===== src/rtl/pipelined_adder_if.sv =====
// Operand/result handshake bundle for pipelined_adder.
// slave  = the adder side, master = the producer/consumer side.
interface pipelined_adder_if #(
  parameter int WIDTH = 32
);
  logic             in_valid;
  logic             in_ready;
  logic [WIDTH-1:0] a;
  logic [WIDTH-1:0] b;
  logic             cin;
  logic             sub;
  logic             out_valid;
  logic             out_ready;
  logic [WIDTH-1:0] result;
  logic             carry_out;
  logic             overflow;
  logic             zero;

  modport slave (
    input  in_valid, a, b, cin, sub, out_ready,
    output in_ready, out_valid, result, carry_out, overflow, zero
  );

  modport master (
    output in_valid, a, b, cin, sub, out_ready,
    input  in_ready, out_valid, result, carry_out, overflow, zero
  );
endinterface


===== src/rtl/pipelined_adder.sv =====
// Slice-pipelined add/subtract unit.
// Stage k adds bit slice k of A and the effective B with the carry registered
// by stage k-1. Operand bits not yet consumed travel up the pipe with the
// operation, and finished low result slices are carried forward, so every
// operation leaves the last stage fully aligned. One global advance enable
// stalls the whole pipe when the consumer holds off; bubbles are kept.
module pipelined_adder #(
  parameter int WIDTH  = 32,
  parameter int STAGES = 4
) (
  input  logic             clk,
  input  logic             rst_n,
  pipelined_adder_if.slave bus
);

  // Width of the slice handled by each stage.
  localparam int SW = WIDTH / STAGES;

  logic             w_adv;
  logic [WIDTH-1:0] w_b_eff;
  logic             w_cin_eff;

  // Combinational outputs of the final stage, captured by the output registers.
  logic [WIDTH-1:0] w_fin_sum;
  logic             w_fin_carry;
  logic             w_fin_valid;
  logic             w_fin_ovf;

  logic             r_out_valid;
  logic [WIDTH-1:0] r_result;
  logic             r_carry;
  logic             r_ovf;
  logic             r_zero;

  // Everything moves together, or nothing moves: the pipe only stalls when a
  // finished result is waiting and the consumer is not taking it.
  assign w_adv        = !r_out_valid || bus.out_ready;
  assign bus.in_ready = w_adv;

  // Subtraction is a + ~b + 1; the carry-in port is ignored in that mode.
  assign w_b_eff   = bus.sub ? ~bus.b : bus.b;
  assign w_cin_eff = bus.sub ? 1'b1 : bus.cin;

  generate
    for (genvar gi = 0; gi < STAGES; gi++) begin : g_stage
      // Operand bits still to be consumed from this stage upwards.
      localparam int AW = WIDTH - gi * SW;
      // Result bits complete once this stage has added its slice.
      localparam int RW = (gi + 1) * SW;

      logic [AW-1:0] w_a_src;
      logic [AW-1:0] w_b_src;
      logic          w_c_src;
      logic          w_v_src;
      logic [SW:0]   w_slice;
      logic [RW-1:0] w_sum;

      // Slice add with carry; the extra top bit is the carry into the next slice.
      assign w_slice = {1'b0, w_a_src[SW-1:0]} + {1'b0, w_b_src[SW-1:0]}
                     + {{SW{1'b0}}, w_c_src};

      if (gi == 0) begin : g_first
        assign w_a_src = bus.a;
        assign w_b_src = w_b_eff;
        assign w_c_src = w_cin_eff;
        assign w_v_src = bus.in_valid;
        assign w_sum   = w_slice[SW-1:0];
      end else begin : g_next
        assign w_a_src = g_stage[gi-1].g_reg.r_a;
        assign w_b_src = g_stage[gi-1].g_reg.r_b;
        assign w_c_src = g_stage[gi-1].g_reg.r_c;
        assign w_v_src = g_stage[gi-1].g_reg.r_v;
        assign w_sum   = {w_slice[SW-1:0], g_stage[gi-1].g_reg.r_sum};
      end

      if (gi < STAGES - 1) begin : g_reg
        logic [AW-SW-1:0] r_a;
        logic [AW-SW-1:0] r_b;
        logic             r_c;
        logic             r_v;
        logic [RW-1:0]    r_sum;

        // Stage register: keep the higher operand bits, the slice carry and the
        // result bits produced so far; hold everything when the pipe stalls.
        always_ff @(posedge clk or negedge rst_n) begin
          if (!rst_n) begin
            r_a   <= '0;
            r_b   <= '0;
            r_c   <= 1'b0;
            r_v   <= 1'b0;
            r_sum <= '0;
          end else if (w_adv) begin
            r_a   <= w_a_src[AW-1:SW];
            r_b   <= w_b_src[AW-1:SW];
            r_c   <= w_slice[SW];
            r_v   <= w_v_src;
            r_sum <= w_sum;
          end
        end
      end else begin : g_last
        // The top slice still holds the operand sign bits, so signed overflow
        // is decided here from the same bits that produce the result MSB.
        assign w_fin_sum   = w_sum;
        assign w_fin_carry = w_slice[SW];
        assign w_fin_valid = w_v_src;
        assign w_fin_ovf   = (w_a_src[AW-1] == w_b_src[AW-1])
                          && (w_sum[RW-1] != w_a_src[AW-1]);
      end
    end
  endgenerate

  // Output register: the last pipeline stage. All flags are registered so they
  // read 0 in reset and stay frozen together with the result during a stall.
  always_ff @(posedge clk or negedge rst_n) begin
    if (!rst_n) begin
      r_out_valid <= 1'b0;
      r_result    <= '0;
      r_carry     <= 1'b0;
      r_ovf       <= 1'b0;
      r_zero      <= 1'b0;
    end else if (w_adv) begin
      r_out_valid <= w_fin_valid;
      r_result    <= w_fin_sum;
      r_carry     <= w_fin_carry;
      r_ovf       <= w_fin_ovf;
      r_zero      <= (w_fin_sum == '0);
    end
  end

  assign bus.out_valid = r_out_valid;
  assign bus.result    = r_result;
  assign bus.carry_out = r_carry;
  assign bus.overflow  = r_ovf;
  assign bus.zero      = r_zero;

endmodule


===== src/flat_wrapper.sv =====
// flat-port wrapper written by rule: the top's interface ports become plain ports
module pipelined_adder_flat 
#(
  parameter int WIDTH  = 32,
  parameter int STAGES = 4
)
  (clk, rst_n, bus_in_valid, bus_a, bus_b, bus_cin, bus_sub, bus_out_ready, bus_in_ready, bus_out_valid, bus_result, bus_carry_out, bus_overflow, bus_zero);
  pipelined_adder_if #(.WIDTH(WIDTH)) bus_i ();
  input  logic clk;
  input  logic rst_n;
  input wire logic [$bits(bus_i.in_valid)-1:0] bus_in_valid;
  input wire logic [$bits(bus_i.a)-1:0] bus_a;
  input wire logic [$bits(bus_i.b)-1:0] bus_b;
  input wire logic [$bits(bus_i.cin)-1:0] bus_cin;
  input wire logic [$bits(bus_i.sub)-1:0] bus_sub;
  input wire logic [$bits(bus_i.out_ready)-1:0] bus_out_ready;
  output wire logic [$bits(bus_i.in_ready)-1:0] bus_in_ready;
  output wire logic [$bits(bus_i.out_valid)-1:0] bus_out_valid;
  output wire logic [$bits(bus_i.result)-1:0] bus_result;
  output wire logic [$bits(bus_i.carry_out)-1:0] bus_carry_out;
  output wire logic [$bits(bus_i.overflow)-1:0] bus_overflow;
  output wire logic [$bits(bus_i.zero)-1:0] bus_zero;
  assign bus_i.in_valid = bus_in_valid;
  assign bus_i.a = bus_a;
  assign bus_i.b = bus_b;
  assign bus_i.cin = bus_cin;
  assign bus_i.sub = bus_sub;
  assign bus_i.out_ready = bus_out_ready;
  assign bus_in_ready = bus_i.in_ready;
  assign bus_out_valid = bus_i.out_valid;
  assign bus_result = bus_i.result;
  assign bus_carry_out = bus_i.carry_out;
  assign bus_overflow = bus_i.overflow;
  assign bus_zero = bus_i.zero;
  pipelined_adder #(.WIDTH(WIDTH), .STAGES(STAGES)) u_core (.clk(clk), .rst_n(rst_n), .bus(bus_i));
endmodule

===== config.mk =====
export PLATFORM = sky130hd
export DESIGN_NAME = pipelined_adder_flat
export DESIGN_NICKNAME = d
export VERILOG_FILES = /design/src/rtl/pipelined_adder_if.sv /design/src/rtl/pipelined_adder.sv /design/src/flat_wrapper.sv
export SDC_FILE = /design/constraint.sdc
export NUM_CORES = 1
export LEC_CHECK = 0
export BUFFER_PORTS_ARGS = -buffer_cell sky130_fd_sc_hd__buf_2
export CAP_MARGIN = 20
export CORE_ASPECT_RATIO = 0.8
export CORE_MARGIN = 8
export CORE_UTILIZATION = 40
export CTS_CLUSTER_DIAMETER = 200
export CTS_CLUSTER_SIZE = 24
export DETAILED_ROUTE_END_ITERATION = 8
export GPL_TIMING_DRIVEN = 0
export PLACE_DENSITY = 0.61
export SYNTH_ARGS = -nofsm -noshare
export SYNTH_HDL_FRONTEND = slang
export SYNTH_SLANG_ARGS = --single-unit

===== constraint.sdc =====
create_clock -name clk -period 2.35 [get_ports clk]
set_clock_uncertainty 0.2 [all_clocks]
set_input_delay 0.1175 -clock clk [delete_from_list [all_inputs] [get_ports clk]]
set_output_delay 0.1175 -clock clk [all_outputs]
set_load 0.01 [all_outputs]

==> impl_metrics.py, run 1 <==
metrics = {
    "logic_synthesis": {
        "syn_nets": 1033,
        "ys_seq_elements": 186,
        "ys_types": 36,
        "synth_async_sr_flop_share_pct": 100.0,
        "synth-edff-count": 0,
        "synth.avg_cell_area_sq_um": 9.065,
        "synthCells": 927,
        "ys_seq_area_share_pct": 55.39,
        "yosys_most_used_dff": "dfrtp_1",
        "yosys_warnings": 0,
        "netlist_area_sq_mm": 0.008403,
    },
    "critical_path": {
        "crit_fanout": 2,
        "cp_data_required_time_ns": 2.46,
        "crit_path_end_kind": "register",
        "crit_path_start_kind": "register",
        "crit_type": "reg2reg",
        "cp.arrival_ns": 2.66,
    },
    "die": {
        "die_w_um": 178.1,
        "initial_utilization_pct": 40.71,
        "die_height_um": 145.6,
        "rows": 47,
        "ios": 107,
        "fp.coreArea_sq_mm": 0.02064,
        "die_area_sq_mm": 0.02593,
    },
    "cts": {
        "cts_tree": "built",
        "insertion_delay_ns": 0.43,
        "cts-root-buf": "clkbuf_16",
        "htreeDepth": 4,
        "clockBufferDepth": 2,
        "cts.sinks": 186,
        "cts.clk_slew.worst_paths_ns": 0.07,
        "cts_inserted_buffers": 17,
    },
    "timing": {
        "finalHoldViolCount": 0,
        "rsz0062_at_grt": "true",
        "min_period_ns": 2.545,
        "setup_tns_ns": -0.5752,
        "fin_ws_ns": -0.1954,
        "worst_slew_pin_slew_ns": 0.8889,
        "finalSetupViolCount": 5,
        "drv_slew": 0,
        "finalCritPeriodShare_pct": 108.3,
        "clock.fmax_mhz": 392.9,
        "slew_headroom_pct": 40.74,
    },
    "final_layout": {
        "diodes": 0,
        "post-route-cell-area_sq_mm": 0.01064,
        "finish.utilization_pct": 51.57,
        "final_nets": 1222,
        "fillers": 1954,
        "regArea_sq_mm": 0.004654,
        "drive_gt1_share_pct": 17.09,
        "area_growth_pct": 26.67,
        "multi_input_area_sq_mm": 0.003593,
    },
    "power_and_ir_drop": {
        "clkPwrFrac_pct": 20.4,
        "fin_total_pwr_mw": 13.95,
        "cellLeakagePower_nw": 5.376,
        "powerDensity_mw_per_mm2": 1311,
        "ir_drop_mv": 0.4951,
        "p_seq_share_pct": 39.8,
        "p_sw_share_pct": 39.20,
        "p_int_mw": 8.482,
        "p_sw_mw": 5.468,
        "comb_power_share_pct": 39.8,
    },
    "global_routing": {
        "grt_overflow_total": 0,
        "grt_start_max_net_pins": 115,
        "antenna_found_initial": 0,
        "grt_pass1_wl_um": 35450,
        "first_global_vias": 6704,
        "grt_util_all_layers_pct": 17.12,
    },
    "place": {
        "numPortBuffers": 105,
        "pre_cts_ws_ns": -0.4368,
        "place_area_sq_mm": 0.009359,
        "gp_congestion": 0.8131,
        "dp_hpwl_um": 15550,
    },
    "routing": {
        "wl_per_cell_um": 15.26,
        "vias": 6558,
        "first_iter_violations": 515,
        "vias_per_cell": 4.691,
        "met2_length_um": 9048,
        "drt-met1-wl_um": 10900,
        "dr.pass1.iters": 4,
        "drcViolationCount": 0,
        "postRouteAntennaNets": 0,
        "routed.top_layer": "met4",
        "dr_wl_met3_um": 1188,
        "finalWirelength_um": 21330,
    },
    "worst_hold_path": {
        "hold_class": "in2reg",
    },
    "outcome": {
        "violations": "negative setup slack",
        "outcome": "complete, but fails checks",
    },
    "flow_run": {
        "max-cap-violations": 0,
    },
}
## power by group through the flow
stage	sequential [mW]	combinational, mW	clock [mW]
2_1_floorplan	5.46	3.55	0
3_3_place_gp	5.55	5.10	0
3_5_place_dp	5.60	5.20	0
4_1_cts	5.54	5.40	2.90
5_1_grt	5.74	6.36	3.02
6_report	5.55	5.56	2.84
## layer usage
metal | GRT usage [%] | vias to the layer above
met5 | 0 | -
met4 | 3.662 | 0
met3 | 3.320 | 15
met2 | 24.91 | 133
met1 | 25.83 | 3070
li1 | - | 3340
## cells in the final DEF (no fill, tap or decap), types with 8 or more instances in the layout
cell / netlist / final
dlygate4sd3_1: 0 / 59
a21oi_1: 16 / 12
ha_1: 28 / 28
nor3_1: 11 / 11
clkbuf_16: 0 / 18
buf_2: 14 / 117
clkbuf_1: 30 / 24
o21ai_0: 45 / 39
nor2_1: 30 / 30
fa_2: 0 / 8
xnor2_1: 35 / 34
o31ai_1: 10 / 10
nand2_1: 431 / 430
xor2_1: 12 / 11
inv_1: 17 / 12
dfrtp_1: 186 / 186
## through the flow
step | hold WS, ns | cells
floorplan | -0.3781 | 927
detailed placement | 0.05866 | 1302
CTS | 0.01974 | 1394
finish | 0.03647 | 1398
global route | 0.06143 | 1398
global placement | 0.1163 | 1301
## cells in the mapped netlist (2+ instances only)
library cell  count  area (sq um)
o21bai_1          5         37.54
xor2_1           12         105.1
xnor2_1          35         306.5
a21oi_1          16         80.08
fa_1              8         160.2
o31ai_1          10         75.07
a21o_1            4         30.03
buf_2            14         70.07
nor4_1            6         37.54
o211a_1           2         20.02
clkbuf_1         30         112.6
nor2_1           30         112.6
o21ai_0          45         225.2
nand4_1           2         12.51
dfrtp_1         186          4654
a211oi_1          4         30.03
and3b_1           3         26.28
inv_1            17         63.81
nor2b_1           4         25.02
o21a_1            6         45.04
a31oi_1           4         25.02
a21boi_0          2         15.01
nand2_1         431          1618
nor3_1           11         55.05
or3_1             2         12.51
ha_1             28         350.3
## worst paths after layout
| check | slack [ns] | to | start | cells past startpoint |
|---|---|---|---|---|
| min in group asynchronous | 0.11 | u_core.bus.result[12] | rst_n | 2 |
| worst min-delay path | 0.04 | u_core.g_stage[0].g_reg.r_b[22] | bus_sub | 4 |
| max in group asynchronous | 0.98 | u_core.g_stage[0].g_reg.r_b[18] | rst_n | 3 |
| worst min register to register | 0.26 | u_core.g_stage[2].g_reg.r_v | u_core.g_stage[2].g_reg.r_v | 2 |
| worst max-delay path | -0.20 | u_core.bus.zero | u_core.g_stage[2].g_reg.r_c | 8 |
| worst max register to register | -0.20 | u_core.bus.zero | u_core.g_stage[2].g_reg.r_c | 8 |
## worst max-delay path, cell delays in order, from the launching register on
cell      delay (ns)
dfrtp_1         0.41
fa_2            0.42
fa_2            0.39
a211oi_4        0.24
o21bai_1        0.12
a21oi_2         0.20
xnor2_2         0.15
nor2_1          0.06
a32o_1          0.24
## area by class of cell
cell class / instances / share of cell area (%)
Buffer: 43 / 2.022
Clock buffer: 17 / 3.997
Clock inverter: 15 / 1.434
Inverter: 18 / 0.6348
Multi-Input combinational cell: 679 / 33.76
Sequential cell: 186 / 43.73
Tap cell: 269 / 3.162
Timing Repair Buffer: 171 / 11.26
## sequential cells by signal (all words and copies together) (netlist names)
name / cells
u_core.bus.carry_out: 1
u_core.bus.zero: 1
u_core.bus.out_valid: 1
u_core.bus.overflow: 1
u_core.g_stage.g_reg.r_c: 3
u_core.g_stage.g_reg.r_b: 48
u_core.g_stage.g_reg.r_v: 3
u_core.g_stage.g_reg.r_a: 48
u_core.g_stage.g_reg.r_sum: 48
u_core.bus.result: 32
## what timing repair did
action                                  CTS  global route
endpoints found under the setup margin  134            49
buffers inserted                          2             5
resized for setup                         7            24
hold endpoints to repair                167             0
pin swaps                                 5             7
hold buffers                             59             0
## logic make-up (layout without fill, tap and decap cells)
kind of cell	count (synthesis)	after routing	synth area share [%]
simple gates	492	492	22.89
flops	186	186	55.39
compound gates	103	103	7.579
buf+inv	62	264	2.978
xor+xnor	48	48	5.092
fa+ha+maj	36	36	6.075
Power figures use the tool's default switching activity.
==> run 2, diff against run 1 <==
- CORE_UTILIZATION: 40 -> 35
- PLACE_DENSITY: 0.61 -> 0.53
- clock period: 2.35 -> 3.2 ns (I/O delays scaled with it)
==> impl_metrics.py, run 2 (same netlist as run 1, synthesis figures left out) <==
metrics = {
    "cts": {
        "cts-root-buf": "clkbuf_16",
        "cts.clk_slew.worst_paths_ns": 0.08,
        "clockBufferDepth": 2,
        "cts.sinks": 186,
        "cts_setup_buffers": 0,
        "htreeDepth": 4,
        "cts_tree": "built",
        "insertion_delay_ns": 0.43,
        "cts_inserted_buffers": 17,
    },
    "final_layout": {
        "post-route-cell-area_sq_mm": 0.01048,
        "diodes": 0,
        "final_common_cell": "nand2_1",
        "largestRegisters": "u_core.g_stage.g_reg.r_a: 48 flops, u_core.g_stage.g_reg.r_b: 48 flops, u_core.g_stage.g_reg.r_sum: 48 flops",
        "fillers": 2371,
        "multi_input_area_sq_mm": 0.003498,
        "area_growth_pct": 24.76,
        "fin_cells": 1429,
        "final_nets": 1210,
        "regArea_sq_mm": 0.004654,
        "drive_gt1_share_pct": 14.32,
        "final_cell_mix": "nand2_1, dfrtp_1, buf_2, dlygate4sd3_1, o21ai_0",
        "finish.utilization_pct": 44.69,
    },
    "global_routing": {
        "grt_start_max_net_pins": 120,
        "grt_util_all_layers_pct": 15.51,
        "first_global_vias": 6524,
        "grt_overflow_total": 0,
        "grt_pass1_wl_um": 35690,
        "antenna_found_initial": 0,
    },
    "flow_run": {
        "max-cap-violations": 0,
    },
    "place": {
        "place_inst": 1345,
        "gp_congestion": 0.7919,
        "numPortBuffers": 105,
        "place_area_sq_mm": 0.009356,
        "dp_hpwl_um": 16210,
    },
    "routing": {
        "finalWirelength_um": 21940,
        "first_iter_violations": 388,
        "drcViolationCount": 0,
        "postRouteAntennaNets": 0,
        "vias": 6433,
        "vias_per_cell": 4.502,
        "dr.pass1.iters": 5,
        "wl_per_cell_um": 15.36,
    },
    "power_and_ir_drop": {
        "ir_drop_mv": 0.4338,
        "powerDensity_mw_per_mm2": 959.1,
        "cellLeakagePower_nw": 5.290,
    },
    "die": {
        "die_w_um": 189.2,
        "rows": 50,
        "ios": 107,
        "die_area_sq_mm": 0.02925,
        "initial_utilization_pct": 35.82,
        "die_height_um": 154.6,
        "fp.coreArea_sq_mm": 0.02346,
    },
    "worst_hold_path": {
        "hold_class": "in2reg",
        "hp-start": "bus_a[2]",
        "holdPathStages": 4,
        "min_to": "u_core.g_stage[0].g_reg.r_sum[2]",
    },
    "critical_path": {
        "cp.arrival_ns": 2.67,
        "r2r_setup_slack_ns": 0.36,
        "reg2reg_to": "u_core.bus.zero",
        "crit_path_start_kind": "register",
        "reg2regPathDepth": 8,
        "crit_path_end_kind": "output pin",
        "cp_data_required_time_ns": 2.84,
        "crit_fanout": 10,
        "reg2reg_from": "u_core.g_stage[2].g_reg.r_c",
        "crit_type": "reg2out",
    },
    "timing": {
        "holdWs_ns": 0.003944,
        "min_period_ns": 3.025,
        "finalHoldViolCount": 0,
        "worst_slew_pin_slew_ns": 0.7715,
        "clock.fmax_mhz": 330.6,
        "drv_slew": 0,
        "finalCritPeriodShare_pct": 94.54,
        "slew_headroom_pct": 48.46,
        "rsz0062_at_grt": "false",
        "finalSetupViolCount": 0,
    },
    "outcome": {
        "outcome": "complete, no violations",
    },
}
==> run 2: cell types whose count changed in the layout (fill, tap and decap cells not counted), sizes merged <==
cell | before | now
clkinv | 5 | 3
clkbuf | 46 | 49
dlygate4sd3 | 59 | 52
clkinvlp | 1 | 2
inv | 26 | 25
buf | 126 | 120
==> run 2: repair_timing <==
| item | CTS | global route |
|---|---|---|
| endpoints found under the hold margin | 118 | 0 |
| hold buffers | 52 | 0 |
| endpoints found under the setup margin | 0 | 2 |
| gates resized for setup | 0 | 2 |
==> run 2: cell type report <==
type,instances,share of cell area (%)
Sequential cell,186,44.40
Multi-Input combinational cell,679,33.37
Timing Repair Buffer,158,10.34
Clock buffer,19,4.320
Tap cell,312,3.724
Buffer,44,1.754
Clock inverter,13,1.456
Inverter,18,0.6445
==> run 2: routing by layer <==
layer | global-route usage, % | wire, um | vias up
li1 | - | - | 3313
met1 | 23.55 | 11690 | 2996
met2 | 22.11 | 9033 | 115
met3 | 3.213 | 1074 | 9
met4 | 3.567 | 148 | 0
met5 | 0 | 0 | -
==> run 2: worst max-delay path by stage <==
| stage | start | to | slack (ns) | cells past startpoint |
|---|---|---|---|---|
| after floorplan | bus_sub | u_core.g_stage[0].g_reg.r_c | 0.36 | 11 |
| after global placement | rst_n | u_core.g_stage[0].g_reg.r_b[6] | -1.46 | 1 |
| after detailed placement | bus_sub | u_core.g_stage[0].g_reg.r_c | -0.31 | 11 |
| after CTS | u_core.bus.out_valid | bus_in_ready | 0.14 | 5 |
| after global routing | u_core.bus.out_valid | bus_in_ready | 0.04 | 5 |
| final | u_core.bus.out_valid | bus_in_ready | 0.17 | 5 |
==> run 2: critical path, stage by stage (launching register included) <==
cell and delay, ns:
dfrtp_1 0.37, nor2b_1 0.26, inv_2 0.18, clkbuf_1 0.57, clkbuf_1 0.59, buf_2 0.25
==> run 2: per-stage QoR <==
stage	worst slack, ns	TNS, ns	total power [mW]
2_1_floorplan	0.3643	0	6.583
3_3_place_gp	-1.459	-269.85	7.854
3_5_place_dp	-0.3055	-0.5783	7.941
4_1_cts	0.1380	0	10.16
5_1_grt	0.03960	0	10.91
6_report	0.1748	0	10.06
==> run 2: where the power goes <==
group | switching, mW | internal (mW) | leakage (nW)
logic | 2.27 | 1.55 | 2.75
clock network | 1.00 | 1.16 | 0.293
registers | 0.675 | 3.40 | 2.25
total | 3.95 | 6.10 | 5.29
==> run 3, diff against run 2 <==
- CORE_UTILIZATION: 35 -> 52
- PLACE_DENSITY: 0.53 -> 0.73
==> impl_metrics.py, run 3 (same netlist as run 1, synthesis figures left out) <==
metrics = {
    "critical_path": {
        "crit_path_start_kind": "register",
        "crit_type": "reg2out",
        "crit_fanout": 10,
        "reg2reg_from": "u_core.g_stage[2].g_reg.r_c",
        "r2r_setup_slack_ns": 0.31,
        "cp.arrival_ns": 2.63,
        "reg2reg_to": "u_core.bus.zero",
        "reg2regPathDepth": 8,
        "cp_data_required_time_ns": 2.84,
        "crit_path_end_kind": "output pin",
    },
    "global_routing": {
        "antenna_found_initial": 0,
        "grt_pass1_wl_um": 34440,
        "grt_overflow_total": 0,
        "grt_start_max_net_pins": 102,
        "first_global_vias": 6717,
        "grt_util_all_layers_pct": 21.73,
    },
    "timing": {
        "finalCritPeriodShare_pct": 93.36,
        "slew_headroom_pct": 49.90,
        "worst_slew_pin_slew_ns": 0.7500,
        "finalHoldViolCount": 0,
        "drv_slew": 0,
        "fin_ws_ns": 0.2126,
        "min_period_ns": 2.987,
        "rsz0062_at_grt": "false",
        "finalSetupViolCount": 0,
        "clock.fmax_mhz": 334.7,
    },
    "final_layout": {
        "diodes": 0,
        "area_growth_pct": 23.39,
        "final_common_cell": "nand2_1",
        "final_nets": 1213,
        "largestRegisters": "u_core.g_stage.g_reg.r_a: 48 flops, u_core.g_stage.g_reg.r_b: 48 flops, u_core.g_stage.g_reg.r_sum: 48 flops",
        "drive_gt1_share_pct": 14.11,
        "final_cell_mix": "nand2_1, dfrtp_1, buf_2, dlygate4sd3_1, o21ai_0",
        "fin_cells": 1335,
    },
    "die": {
        "die_w_um": 158.1,
        "rows": 41,
        "die_height_um": 129.7,
        "die_area_sq_mm": 0.02051,
        "fp.coreArea_sq_mm": 0.01580,
        "initial_utilization_pct": 53.18,
        "ios": 107,
    },
    "routing": {
        "finalWirelength_um": 20750,
        "postRouteAntennaNets": 0,
        "dr.pass1.iters": 5,
        "first_iter_violations": 507,
        "vias_per_cell": 5.049,
        "wl_per_cell_um": 15.54,
        "drcViolationCount": 0,
        "vias": 6740,
    },
    "place": {
        "gp_congestion": 0.8637,
        "dp_hpwl_um": 14660,
        "numPortBuffers": 105,
        "place_inst": 1248,
        "pre_cts_ws_ns": -0.3442,
    },
    "power_and_ir_drop": {
        "cellLeakagePower_nw": 5.297,
        "fin_total_pwr_mw": 10.01,
        "powerDensity_mw_per_mm2": 965.7,
        "ir_drop_mv": 0.4952,
    },
    "worst_hold_path": {
        "holdPathStages": 4,
        "hold_class": "in2reg",
        "hp-start": "bus_a[2]",
        "min_to": "u_core.g_stage[0].g_reg.r_sum[2]",
    },
    "cts": {
        "insertion_delay_ns": 0.43,
        "cts.sinks": 186,
        "cts-root-buf": "clkbuf_16",
        "cts_setup_buffers": 0,
        "cts_tree": "built",
        "cts_inserted_buffers": 17,
        "cts.clk_slew.worst_paths_ns": 0.07,
        "clockBufferDepth": 2,
        "htreeDepth": 4,
    },
    "flow_run": {
        "max-cap-violations": 0,
    },
    "outcome": {
        "outcome": "complete, no violations",
    },
}
-- run 3: worst max path at each step --
| stage | startpoint | end | slack [ns] | cells past startpoint |
|---|---|---|---|---|
| 2_1_floorplan | bus_sub | u_core.g_stage[0].g_reg.r_c | 0.36 | 11 |
| 5_1_grt | u_core.bus.out_valid | bus_in_ready | 0.07 | 5 |
| 3_5_place_dp | bus_sub | u_core.g_stage[0].g_reg.r_c | -0.34 | 11 |
| 3_3_place_gp | rst_n | u_core.bus.result[29] | -1.24 | 1 |
| 6_report | u_core.bus.out_valid | bus_in_ready | 0.21 | 5 |
| 4_1_cts | bus_sub | u_core.g_stage[0].g_reg.r_c | 0.11 | 11 |
-- run 3: power breakdown --
group | switching [mW] | internal (mW) | total [mW]
clock network | 0.919 | 1.18 | 2.10
registers | 0.677 | 3.40 | 4.08
logic | 2.27 | 1.56 | 3.84
total | 3.87 | 6.14 | 10.0
-- run 3: metrics by stage --
stage,hold WS [ns],instance area [sq um],util [%],TNS [ns]
final,0.009791,10370,65.62,0
after global routing,0.07978,10370,65.62,0
after CTS,0.003198,10370,65.62,0
after detailed placement,0.006897,9235,58.45,-0.5667
after global placement,0.1565,9198,58.21,-228.68
after floorplan,-0.3356,8403,-,0
-- run 3: cell type report --
type	count	area, sq um
Buffer	44	183.9
Clock buffer	20	446.7
Clock inverter	12	135.1
Fill cell	1301	5431
Inverter	18	67.56
Multi-Input combinational cell	679	3498
Sequential cell	186	4654
Tap cell	215	269.0
Timing Repair Buffer	161	1114
-- run 3: repair_timing --
action,4_1_cts,5_1_grt
setup endpoints to repair,0,1
endpoints found under the hold margin,138,0
gates resized for setup,0,2
hold buffers,55,0
-- run 3: routing by layer --
layer / global-route usage (%) / up-vias / wire, um
met5: 0 / - / 0
met1: 31.10 / 3203 / 10000
met3: 5.122 / 28 / 1271
met2: 32.69 / 185 / 9139
met4: 5.921 / 0 / 335
li1: - / 3324 / -
-- run 3: critical path: stages, from the launching register on --
cell      delay (ns)
dfrtp_1         0.37
nor2b_1         0.25
inv_2           0.18
clkbuf_1        0.53
clkbuf_1        0.60
buf_2           0.25
